--- config.mk ---
export PLATFORM = sky130hd
export DESIGN_NAME = instr_encoder_loader
export DESIGN_NICKNAME = d
export VERILOG_FILES = /design/src/rtl/mips_enc_pkg.sv /design/src/rtl/instr_field_pack.sv /design/src/rtl/instr_encoder_loader.sv
export SDC_FILE = /design/constraint.sdc
export NUM_CORES = 1
export LEC_CHECK = 0
export ABC_CLOCK_PERIOD_IN_PS = 1900
export CAP_MARGIN = 40
export CORE_MARGIN = 1.5
export CORE_UTILIZATION = 40
export CTS_CLUSTER_SIZE = 10
export DETAILED_ROUTE_END_ITERATION = 7
export GPL_TIMING_DRIVEN = 1
export PLACE_DENSITY = 0.76
export SLEW_MARGIN = 20
export SYNTH_ARGS = -nofsm -noshare
export SYNTH_HDL_FRONTEND = slang
export SYNTH_SLANG_ARGS = --single-unit
--- constraint.sdc ---
create_clock -name clk -period 1.9 [get_ports clk]
set_input_delay 0.19 -clock clk [delete_from_list [all_inputs] [get_ports clk]]
set_output_delay 0.19 -clock clk [all_outputs]
set_load 0.02 [all_outputs]
--- src/rtl/mips_enc_pkg.sv ---
// Shared constants for the MIPS instruction encoder/loader: opcodes, op_sel codes, FSM states.
package mips_enc_pkg;

  localparam logic [5:0] OP_RTYPE = 6'h00;
  localparam logic [5:0] OP_SUBI  = 6'h09;
  localparam logic [5:0] OP_SW    = 6'h2B;
  localparam logic [5:0] OP_BEQ   = 6'h04;
  localparam logic [5:0] FUNCT_OR = 6'h25;

  localparam logic [2:0] OPS_OR   = 3'd0;
  localparam logic [2:0] OPS_SUBI = 3'd1;
  localparam logic [2:0] OPS_SW   = 3'd2;
  localparam logic [2:0] OPS_BEQ  = 3'd3;
  localparam logic [2:0] OPS_NOP  = 3'd4;

  typedef enum logic [1:0] {
    IDLE  = 2'd0,
    WRITE = 2'd1,
    FULL  = 2'd2
  } state_t;

endpackage

--- src/rtl/instr_field_pack.sv ---
// Combinational packer: op_sel + register/immediate fields -> 32-bit MIPS word, plus legality flag.
module instr_field_pack
  import mips_enc_pkg::*;
(
  input  logic [2:0]  opSel,
  input  logic [4:0]  rs,
  input  logic [4:0]  rt,
  input  logic [4:0]  rd,
  input  logic [15:0] imm,
  output logic [31:0] word,
  output logic        legal
);

  always_comb begin
    word  = 32'h0000_0000;
    legal = 1'b1;
    case (opSel)
      OPS_OR:   word = {OP_RTYPE, rs, rt, rd, 5'd0, FUNCT_OR};
      OPS_SUBI: word = {OP_SUBI, rs, rt, imm};
      OPS_SW:   word = {OP_SW, rs, rt, imm};
      OPS_BEQ:  word = {OP_BEQ, rs, rt, imm};
      OPS_NOP:  word = 32'h0000_0000;
      // Illegal selects fall back to a NOP word; the top decides whether to write it.
      default:  legal = 1'b0;
    endcase
  end

endmodule

--- src/rtl/instr_encoder_loader.sv ---
// Encodes field bundles into MIPS words and writes them sequentially to instruction memory.
// Optional ENC_CHECK_EN: reject op_sel 5..7 with a one-cycle err pulse instead of writing a NOP.
module instr_encoder_loader
  import mips_enc_pkg::*;
#(
  parameter int DEPTH     = 64,
  parameter int ADDR_W    = 8,
  parameter int BASE_ADDR = 0
) (
  input  logic                       clk,
  input  logic                       rst,
  input  logic                       in_valid,
  output logic                       in_ready,
  input  logic [2:0]                 op_sel,
  input  logic [4:0]                 rs,
  input  logic [4:0]                 rt,
  input  logic [4:0]                 rd,
  input  logic [15:0]                imm,
  input  logic                       clear,
  output logic                       imem_we,
  output logic [ADDR_W-1:0]          imem_addr,
  output logic [31:0]                imem_wdata,
  input  logic                       imem_ack,
  output logic [$clog2(DEPTH+1)-1:0] count,
  output logic                       full,
  output logic                       err
);

  localparam int CNT_W = $clog2(DEPTH+1);
  localparam logic [ADDR_W-1:0] BASE = ADDR_W'(BASE_ADDR);
  localparam logic [CNT_W-1:0]  DEPTH_CNT = CNT_W'(DEPTH);
`ifdef ENC_CHECK_EN
  localparam bit CHECK_EN = 1'b1;
`else
  localparam bit CHECK_EN = 1'b0;
`endif

  logic [31:0]       packedWord;
  logic              opLegal;
  state_t            state;
  logic              readyQ;
  logic              weQ;
  logic              fullQ;
  logic              errQ;
  logic              pendClr;
  logic [ADDR_W-1:0] addrQ;
  logic [31:0]       wdataQ;
  logic [CNT_W-1:0]  countQ;
  logic [CNT_W-1:0]  countNext;
  logic              clrNow;
  logic              accept;
  logic              rejectOp;

  instr_field_pack uPack (
    .opSel (op_sel),
    .rs    (rs),
    .rt    (rt),
    .rd    (rd),
    .imm   (imm),
    .word  (packedWord),
    .legal (opLegal)
  );

  // A clear deferred from WRITE acts exactly like a fresh clear once back in IDLE/FULL.
  assign clrNow    = clear | pendClr;
  assign accept    = in_valid & readyQ & ~clrNow;
  assign rejectOp  = CHECK_EN & ~opLegal;
  assign countNext = countQ + 1'b1;

  always_ff @(posedge clk or posedge rst) begin
    if (rst) begin
      state   <= IDLE;
      readyQ  <= 1'b0;
      weQ     <= 1'b0;
      fullQ   <= 1'b0;
      errQ    <= 1'b0;
      pendClr <= 1'b0;
      addrQ   <= BASE;
      wdataQ  <= 32'h0000_0000;
      countQ  <= '0;
    end else begin
      errQ <= 1'b0;
      case (state)
        IDLE: begin
          if (clrNow) begin
            countQ  <= '0;
            addrQ   <= BASE;
            pendClr <= 1'b0;
            readyQ  <= 1'b1;
          end else if (accept) begin
            if (rejectOp) begin
              errQ <= 1'b1;
            end else begin
              wdataQ <= packedWord;
              weQ    <= 1'b1;
              readyQ <= 1'b0;
              state  <= WRITE;
            end
          end else begin
            readyQ <= 1'b1;
          end
        end
        WRITE: begin
          if (clear) pendClr <= 1'b1;
          if (imem_ack) begin
            weQ    <= 1'b0;
            countQ <= countNext;
            addrQ  <= addrQ + ADDR_W'(4);
            if (countNext == DEPTH_CNT) begin
              fullQ <= 1'b1;
              state <= FULL;
            end else begin
              // Hold off new bundles for the cycle in which a pending clear is applied.
              readyQ <= ~(clear | pendClr);
              state  <= IDLE;
            end
          end
        end
        FULL: begin
          if (clrNow) begin
            countQ  <= '0;
            addrQ   <= BASE;
            fullQ   <= 1'b0;
            pendClr <= 1'b0;
            readyQ  <= 1'b1;
            state   <= IDLE;
          end
        end
        default: state <= IDLE;
      endcase
    end
  end

  assign in_ready   = readyQ;
  assign imem_we    = weQ;
  assign imem_addr  = addrQ;
  assign imem_wdata = wdataQ;
  assign count      = countQ;
  assign full       = fullQ;
  assign err        = errQ;

endmodule

# ---- After elaboration in Yosys (flattened, before gate mapping)
# Index checks and enable logic that the tools add are counted.
dict set report word_totals {
  out_inout_bits 51
  wordCells 71
  ff_bits 53
}
dict set report classes {
  eq_ne 14
  muxes 29
  bitwise 4
  addsub 2
  n_reduce_logical 14
}
# operator count
set ops {}
lappend ops {{case mux 32 bit (4 select lines)} 1}
lappend ops {{two-way mux 8 bit} 2}
lappend ops {{case mux 8 bit (2 select lines)} 1}
lappend ops {{AND reduction 4 bit} 4}
lappend ops {{two-way mux 7 bit} 2}
lappend ops {{!= test 2 bit, second input constant} 7}
lappend ops {{case mux 7 bit (2 select lines)} 1}
lappend ops {{two-way mux 1 bit} 12}
lappend ops {{two-way mux 2 bit} 5}
lappend ops {{AND reduction 3 bit} 3}
lappend ops {{adder 8 x 3 -> 8 bit, second input constant} 1}
lappend ops {{adder 7 x 1 -> 7 bit, second input constant} 1}
lappend ops {{equality test 7 bit, second input constant} 1}
lappend ops {{equality test 3 x 2 -> 1 bit, second input constant} 2}
lappend ops {{case mux 1 bit (2 select lines)} 3}
lappend ops {{case mux 2 bit (3 select lines)} 1}
lappend ops {{nonzero test 2 bit} 3}
lappend ops {{equality test 3 x 1 -> 1 bit, second input constant} 1}
lappend ops {{logical NOT 3 bit} 1}
lappend ops {{case mux 1 bit (3 select lines)} 1}
lappend ops {{nonzero test 3 bit} 1}
lappend ops {{bitwise AND 1 bit} 2}
lappend ops {{equality test 2 x 1 -> 1 bit, second input constant} 1}
lappend ops {{equality test 2 bit, second input constant} 1}
lappend ops {{5 further kinds} 5}

# ---- Longest topological paths before layout
# Gate-level depths: netlist of the first run.
dict set report logic_depth {
  depth_word 6
  depth_mapped 7
  mapped_depth_nobuf 7
}

# ---- Cells and area by module
# From an unflattened synthesis of the first run, not the netlist that was laid out.
dict set report hier_totals {
  cells_unflattened 254
  hier_area_um2 2716.4
}
# mod cells_each area_each_um2 n_inst seq_area_each_um2
set by_module_without_submodules {}
lappend by_module_without_submodules {instr_encoder_loader 200 2363.5 1 1276.2}
lappend by_module_without_submodules {instr_field_pack 54 352.8 1 0.0}

# ---- Worst setup path before layout of the first run
# No wires, ideal clock.
dict set report synth_timing {
  kind {reg2reg}
  from {register countQ[0] (netlist: count[0])}
  to {register fullQ (netlist: full)}
  setup_time_ps 124
  period_less_slack_ps 2032
  stages_incl_launch_ff 7
  path_slack_ps -132
  arrival_ps 1908
  cell_sequence {dfrtp_1 -> ha_1 -> nor4_1 -> mux2i_1 -> or4_1 -> and4_4 -> a211o_1}
}
dict set report synth_between {
  elab_chain_cells 4
}
# item line
set synth_lines {}
lappend synth_lines {{start: declaration} instr_encoder_loader.sv:48} ;# logic [CNT_W-1:0] countQ;
lappend synth_lines {{start signal: assignment} instr_encoder_loader.sv:107} ;# countQ <= countNext;
lappend synth_lines {{adder 7 x 1 -> 7 bit} instr_encoder_loader.sv:68} ;# assign countNext = countQ + 1'b1;
lappend synth_lines {{equality test 7 bit} instr_encoder_loader.sv:109} ;# if (countNext == DEPTH_CNT) begin
lappend synth_lines {{!= test 2 bit (no source line)} --}
lappend synth_lines {{AND reduction 4 bit (no source line)} --}
lappend synth_lines {{end signal: assignment} instr_encoder_loader.sv:75} ;# fullQ <= 1'b0;
lappend synth_lines {{end signal: assignment} instr_encoder_loader.sv:110} ;# fullQ <= 1'b1;
lappend synth_lines {{end signal: assignment} instr_encoder_loader.sv:123} ;# fullQ <= 1'b0;
lappend synth_lines {{end: declaration} instr_encoder_loader.sv:43} ;# logic fullQ;
# No other way between the ends.
# A chain may end at the register's enable or synchronous reset.

# ---- Worst setup path in the final report of the first run
# Ends and elaborated chain as after synthesis.

==> results of run 1 <==
state kept, by name, summed over array words and instances, names as in the netlist:
name / cells
full: 1
in_ready: 1
imem_we: 1
imem_addr: 6
count: 7
pendClr: 1
state: 2
imem_wdata: 29
cells by family after synthesis:
kind of cell	after synthesis
AO/OA/AOI/OAI	65
XOR/XNOR	1
adder cells (fa/ha/maj)	7
buffers and inverters	20
flip-flops	48
multiplexers	9
other	1
AND/OR/NAND/NOR	117
per-layer routing:
metal	share of wire (%)	wire length, um	GRT usage (%)
met1	43	2520	24.6
met2	47	2710	30.9
met3	9.4	545	7.05
met4	0.72	42	5.00
met5	0	0	0
layout make-up:
| cell class | instances | area (um^2) | area share [%] |
|---|---|---|---|
| multi-input cells | 203 | 1150 | 32.0 |
| clock buffers | 6 | 82.6 | 2.31 |
| flip-flops and latches | 48 | 1200 | 33.6 |
| clock inverters | 2 | 10.0 | 0.280 |
| inverters | 4 | 15.0 | 0.419 |
| well taps | 75 | 93.8 | 2.62 |
| repair buffers | 107 | 1030 | 28.7 |
cells in the mapped netlist:
| master | n |
|---|---|
| sky130_fd_sc_hd__a2111oi_0 | 1 |
| sky130_fd_sc_hd__a211o_1 | 1 |
| sky130_fd_sc_hd__a21boi_0 | 1 |
| sky130_fd_sc_hd__a21oi_1 | 7 |
| sky130_fd_sc_hd__a22o_1 | 1 |
| sky130_fd_sc_hd__a31oi_1 | 1 |
| sky130_fd_sc_hd__and2_1 | 3 |
| sky130_fd_sc_hd__and3_1 | 2 |
| sky130_fd_sc_hd__and4_4 | 1 |
| sky130_fd_sc_hd__buf_1 | 1 |
| sky130_fd_sc_hd__buf_4 | 6 |
| sky130_fd_sc_hd__clkbuf_1 | 9 |
| sky130_fd_sc_hd__conb_1 | 1 |
| sky130_fd_sc_hd__dfrtp_1 | 48 |
| sky130_fd_sc_hd__ha_1 | 7 |
| sky130_fd_sc_hd__inv_1 | 4 |
| sky130_fd_sc_hd__mux2_2 | 2 |
| sky130_fd_sc_hd__mux2i_1 | 7 |
| sky130_fd_sc_hd__nand2_1 | 62 |
| sky130_fd_sc_hd__nand2b_1 | 12 |
| sky130_fd_sc_hd__nand3_1 | 5 |
| sky130_fd_sc_hd__nand3b_1 | 1 |
| sky130_fd_sc_hd__nand4_1 | 2 |
| sky130_fd_sc_hd__nor2_1 | 20 |
| sky130_fd_sc_hd__nor2b_1 | 2 |
| sky130_fd_sc_hd__nor3_1 | 2 |
| sky130_fd_sc_hd__nor4_1 | 2 |
| sky130_fd_sc_hd__nor4b_1 | 1 |
| sky130_fd_sc_hd__o21ai_0 | 40 |
| sky130_fd_sc_hd__o22a_1 | 1 |
| sky130_fd_sc_hd__o311ai_2 | 1 |
| sky130_fd_sc_hd__o31ai_1 | 10 |
| sky130_fd_sc_hd__o41ai_1 | 1 |
| sky130_fd_sc_hd__or2_2 | 1 |
| sky130_fd_sc_hd__or4_1 | 1 |
| sky130_fd_sc_hd__xnor2_1 | 1 |
stage by stage:
stage | std cells | area (um^2) | setup TNS [ps] | setup WS (ps)
after detailed placement | 435 | 3450 | -191 | -119
after floorplan | 271 | 2430 | -9.13 | -9.13
final | 445 | 3580 | -10.7 | -10.7
after CTS | 444 | 3570 | -5.86 | -5.86
after global placement | 435 | 3450 | 0 | 16.4
after global routing | 445 | 3580 | -110 | -62.4
critical path, stage by stage (launching register included):
cell	delay [ps]
sky130_fd_sc_hd__dfrtp_2	450
sky130_fd_sc_hd__ha_4	190
sky130_fd_sc_hd__nor4_2	140
sky130_fd_sc_hd__mux2i_1	140
sky130_fd_sc_hd__or4_4	430
sky130_fd_sc_hd__and4_4	200
sky130_fd_sc_hd__a211o_1	260
path summary, 6_finish.rpt:
kind / startpoint / to / slack [ps] / cells after the start
max reg2reg: count[0] / full / -10 / 6
max: count[0] / full / -10 / 6
min in group clk: imm[6] / imem_wdata[6] / 430 / 3
min: rst / imem_wdata[3] / 220 / 2
max in group asynchronous: rst / imem_wdata[29] / 1040 / 3
min reg2reg: imem_wdata[18] / imem_wdata[18] / 480 / 2
power groups by stage:
stage / Clock (mW) / Combinational, mW / Sequential, mW
2_1_floorplan: 0 / 0.681 / 2.04
3_3_place_gp: 0 / 2.14 / 1.63
3_5_place_dp: 0 / 2.17 / 1.63
4_1_cts: 0.657 / 2.19 / 1.62
5_1_grt: 0.702 / 2.37 / 1.67
6_report: 0.632 / 2.19 / 1.62
what timing repair did:
item | in CTS | in global routing
gates resized for setup | 3 | 3
pin swaps | 0 | 1
endpoints found under the setup margin | 3 | 5
buffers inserted | 1 | 1
endpoints found under the hold margin | 0 | 0
layout by cell type, fill, tap and decap left out, types with 2 or more instances in the layout:
master                             n
sky130_fd_sc_hd__and2_1            3
sky130_fd_sc_hd__mux2i_1           7
sky130_fd_sc_hd__nand4_1           2
sky130_fd_sc_hd__mux2_2            2
sky130_fd_sc_hd__buf_4            21
sky130_fd_sc_hd__dfrtp_2           2
sky130_fd_sc_hd__nand2_1          62
sky130_fd_sc_hd__clkdlybuf4s50_1  85
sky130_fd_sc_hd__nor3_1            2
sky130_fd_sc_hd__a21oi_1           7
sky130_fd_sc_hd__ha_1              5
sky130_fd_sc_hd__dfrtp_1          46
sky130_fd_sc_hd__conb_1            4
sky130_fd_sc_hd__nand3_1           5
sky130_fd_sc_hd__o21ai_0          40
sky130_fd_sc_hd__inv_1             3
sky130_fd_sc_hd__nor2b_1           2
sky130_fd_sc_hd__and3_1            2
sky130_fd_sc_hd__clkbuf_8          6
sky130_fd_sc_hd__o31ai_1          10
sky130_fd_sc_hd__nor2_1           20
sky130_fd_sc_hd__clkinv_2          2
sky130_fd_sc_hd__nand2b_1         12
==> results.txt, run 1 <==
For this run, the share of the core covered by cells in the final layout is 61.2%. Sequential cells account for 36.5% of the total power. In the final layout, the share of cells above drive strength 1 is 11.6%. By area the synthesized netlist is led by sky130_fd_sc_hd__dfrtp_1, sky130_fd_sc_hd__nand2_1, sky130_fd_sc_hd__o21ai_0. For this run, the number of Yosys warnings is 0.

The overall global routing resource usage came out at 19.3%. After Yosys synthesis, and, or, nand and nor cells account for 22.0% of the synthesized area. The number of different library cells used by synthesis comes to 36. The share of Yosys cell area claimed by the top area cell type works out to 50.0%.

The clock drives 48 sinks. In this run the number of H-tree levels came out at 2. Of the post-synthesis cell area, the part taken by muxes is 3.85%.

The mean cell area of the mapped netlist works out to 8.97 um^2. The tools report the maximum number of buffers from clock root to sink as 2. The run gives 0 as the number of diodes. Clock tree synthesis selected as its root buffer the cell sky130_fd_sc_hd__clkbuf_8.

The first global-routing pass estimated 9800 um of wire. The number of buffers added to fix hold violations after cts is 0, and the count of TritonRoute iterations in the first routing pass is 4. The tools report the worst-skew pair later-pin latency as 300 ps. The tools report the power consumption as 4.44 mW.

The remaining antenna violation count after routing is 0. The number of endpoints with negative hold slack in the final report was 0. The die is 80.5 um tall.

Relative contribution of the clock network to total power: 14.2%. Kind of critical path: register to register. Across the routed clock network, the largest skew measured is 5.51 ps. Total of buffers placed on input and output ports: 85.

The tools report the count of endpoints failing setup in the final report as 1. Of the total power, the share spent switching nets is 38.7%. STA puts the critical path data required time at 2090 ps. The post-CTS clock slew at the launch and capture registers of the worst setup and hold paths is 90 ps, and the core box area is 0.00585 mm^2. The via count of the first global-routing pass is 2120. TritonCTS built the clock tree. Summed over all layers, the routed wires come to 5820 um.

For the HPWL reported at the end of detailed placement, the log shows 4290 um. Counting the fill cells in the layout gives 517. Buffers inserted during clock tree synthesis total 5. In this run the count of I/O pins placed on the die edge is 90. Summing every instance area after synthesis gives 0.00240 mm^2.

Detailed-route via count: 2219. The final critical path takes up 101% of the cycle. After synthesis, the largest family of logic cells by area is simple AND/OR/NAND/NOR gates.

Final critical-path setup slack: -10.7 ps. The worst-case IR drop observed on VDD is 705 uV. Part of the power in combinational logic: 49.2%. The final reports fail on negative setup slack. The critical path capture point type is a register. Across all hold checks on the routed design, the worst slack comes to 221 ps. Summing the areas of all xor and xnor instances in the mapped netlist gives 0.364% of the synthesized area.

The logs give 0 for the max-capacitance violation count and 59 for the pin count of the biggest net entering global routing. The die is 80.5 um wide. The maximum operating frequency is 523 MHz.

The detailed router finished its first iteration with 163 violations. The number of antenna violations at the first check in global routing was 0; the compound-gate portion of the synthesized area was 16.0%. The initial utilization of the core area, before any placement, comes to 41.1%.

In the routed design, unresolved DRC markers number 0. Class of the tightest hold or removal check: input pin to asynchronous set/reset pin. The internal power contribution is 2.72 mW, and the sequential element share of the synthesized area is 50.0%. After Yosys synthesis, full adders, half adders and majority gates account for 3.64% of the synthesized area. After layout, the minimum clock period comes to 1910 ps.

Setup repair after global routing could not meet its margin everywhere. In this run the worst path has a maximum fanout of 5. Dividing the detail-routed via count by the number of cells gives 4.99. In this run, synthesis produced a sequential element count of 48. The floorplan step defined a die boundary enclosing 0.00648 mm^2.

Routability-driven placement finished with a final weighted congestion of 0.856. For the total grt overflow, the log shows 0. After detailed routing, the average wire length per cell comes to 13.1 um.

The flow ran to the end, but the final reports show violations. The final-report max-slew violation count was 0; the growth of design area from synthesis to finish was 49.0%. The placement row count came out at 28.

Of all cell types, the one taking the most synthesized area is sky130_fd_sc_hd__dfrtp_1. The cell count after synthesis came out at 268. Summed over all nets, the switching power comes to 1.72 mW. In this run the power density over the cells is 1240 mW/mm^2. In this run the static leakage power is 1.55 nW.

In the final design database the tool counted 415 nets. STA puts the critical path data arrival time at 2100 ps. The sort of element at the start of the critical path is a register.
Power figures use the tool's default switching activity.
==> inputs of run 2 (changes only) <==
CAP_MARGIN = 20   (was 40)
==> results of run 2 <==
Same layout as run 1: the final DEF is identical, and so are final timing and power.
==> inputs of run 3 (changes only) <==
HOLD_SLACK_MARGIN = 0.02   (was default)
==> results of run 3 <==
Same layout as run 1: the final DEF is identical, and so are final timing and power.
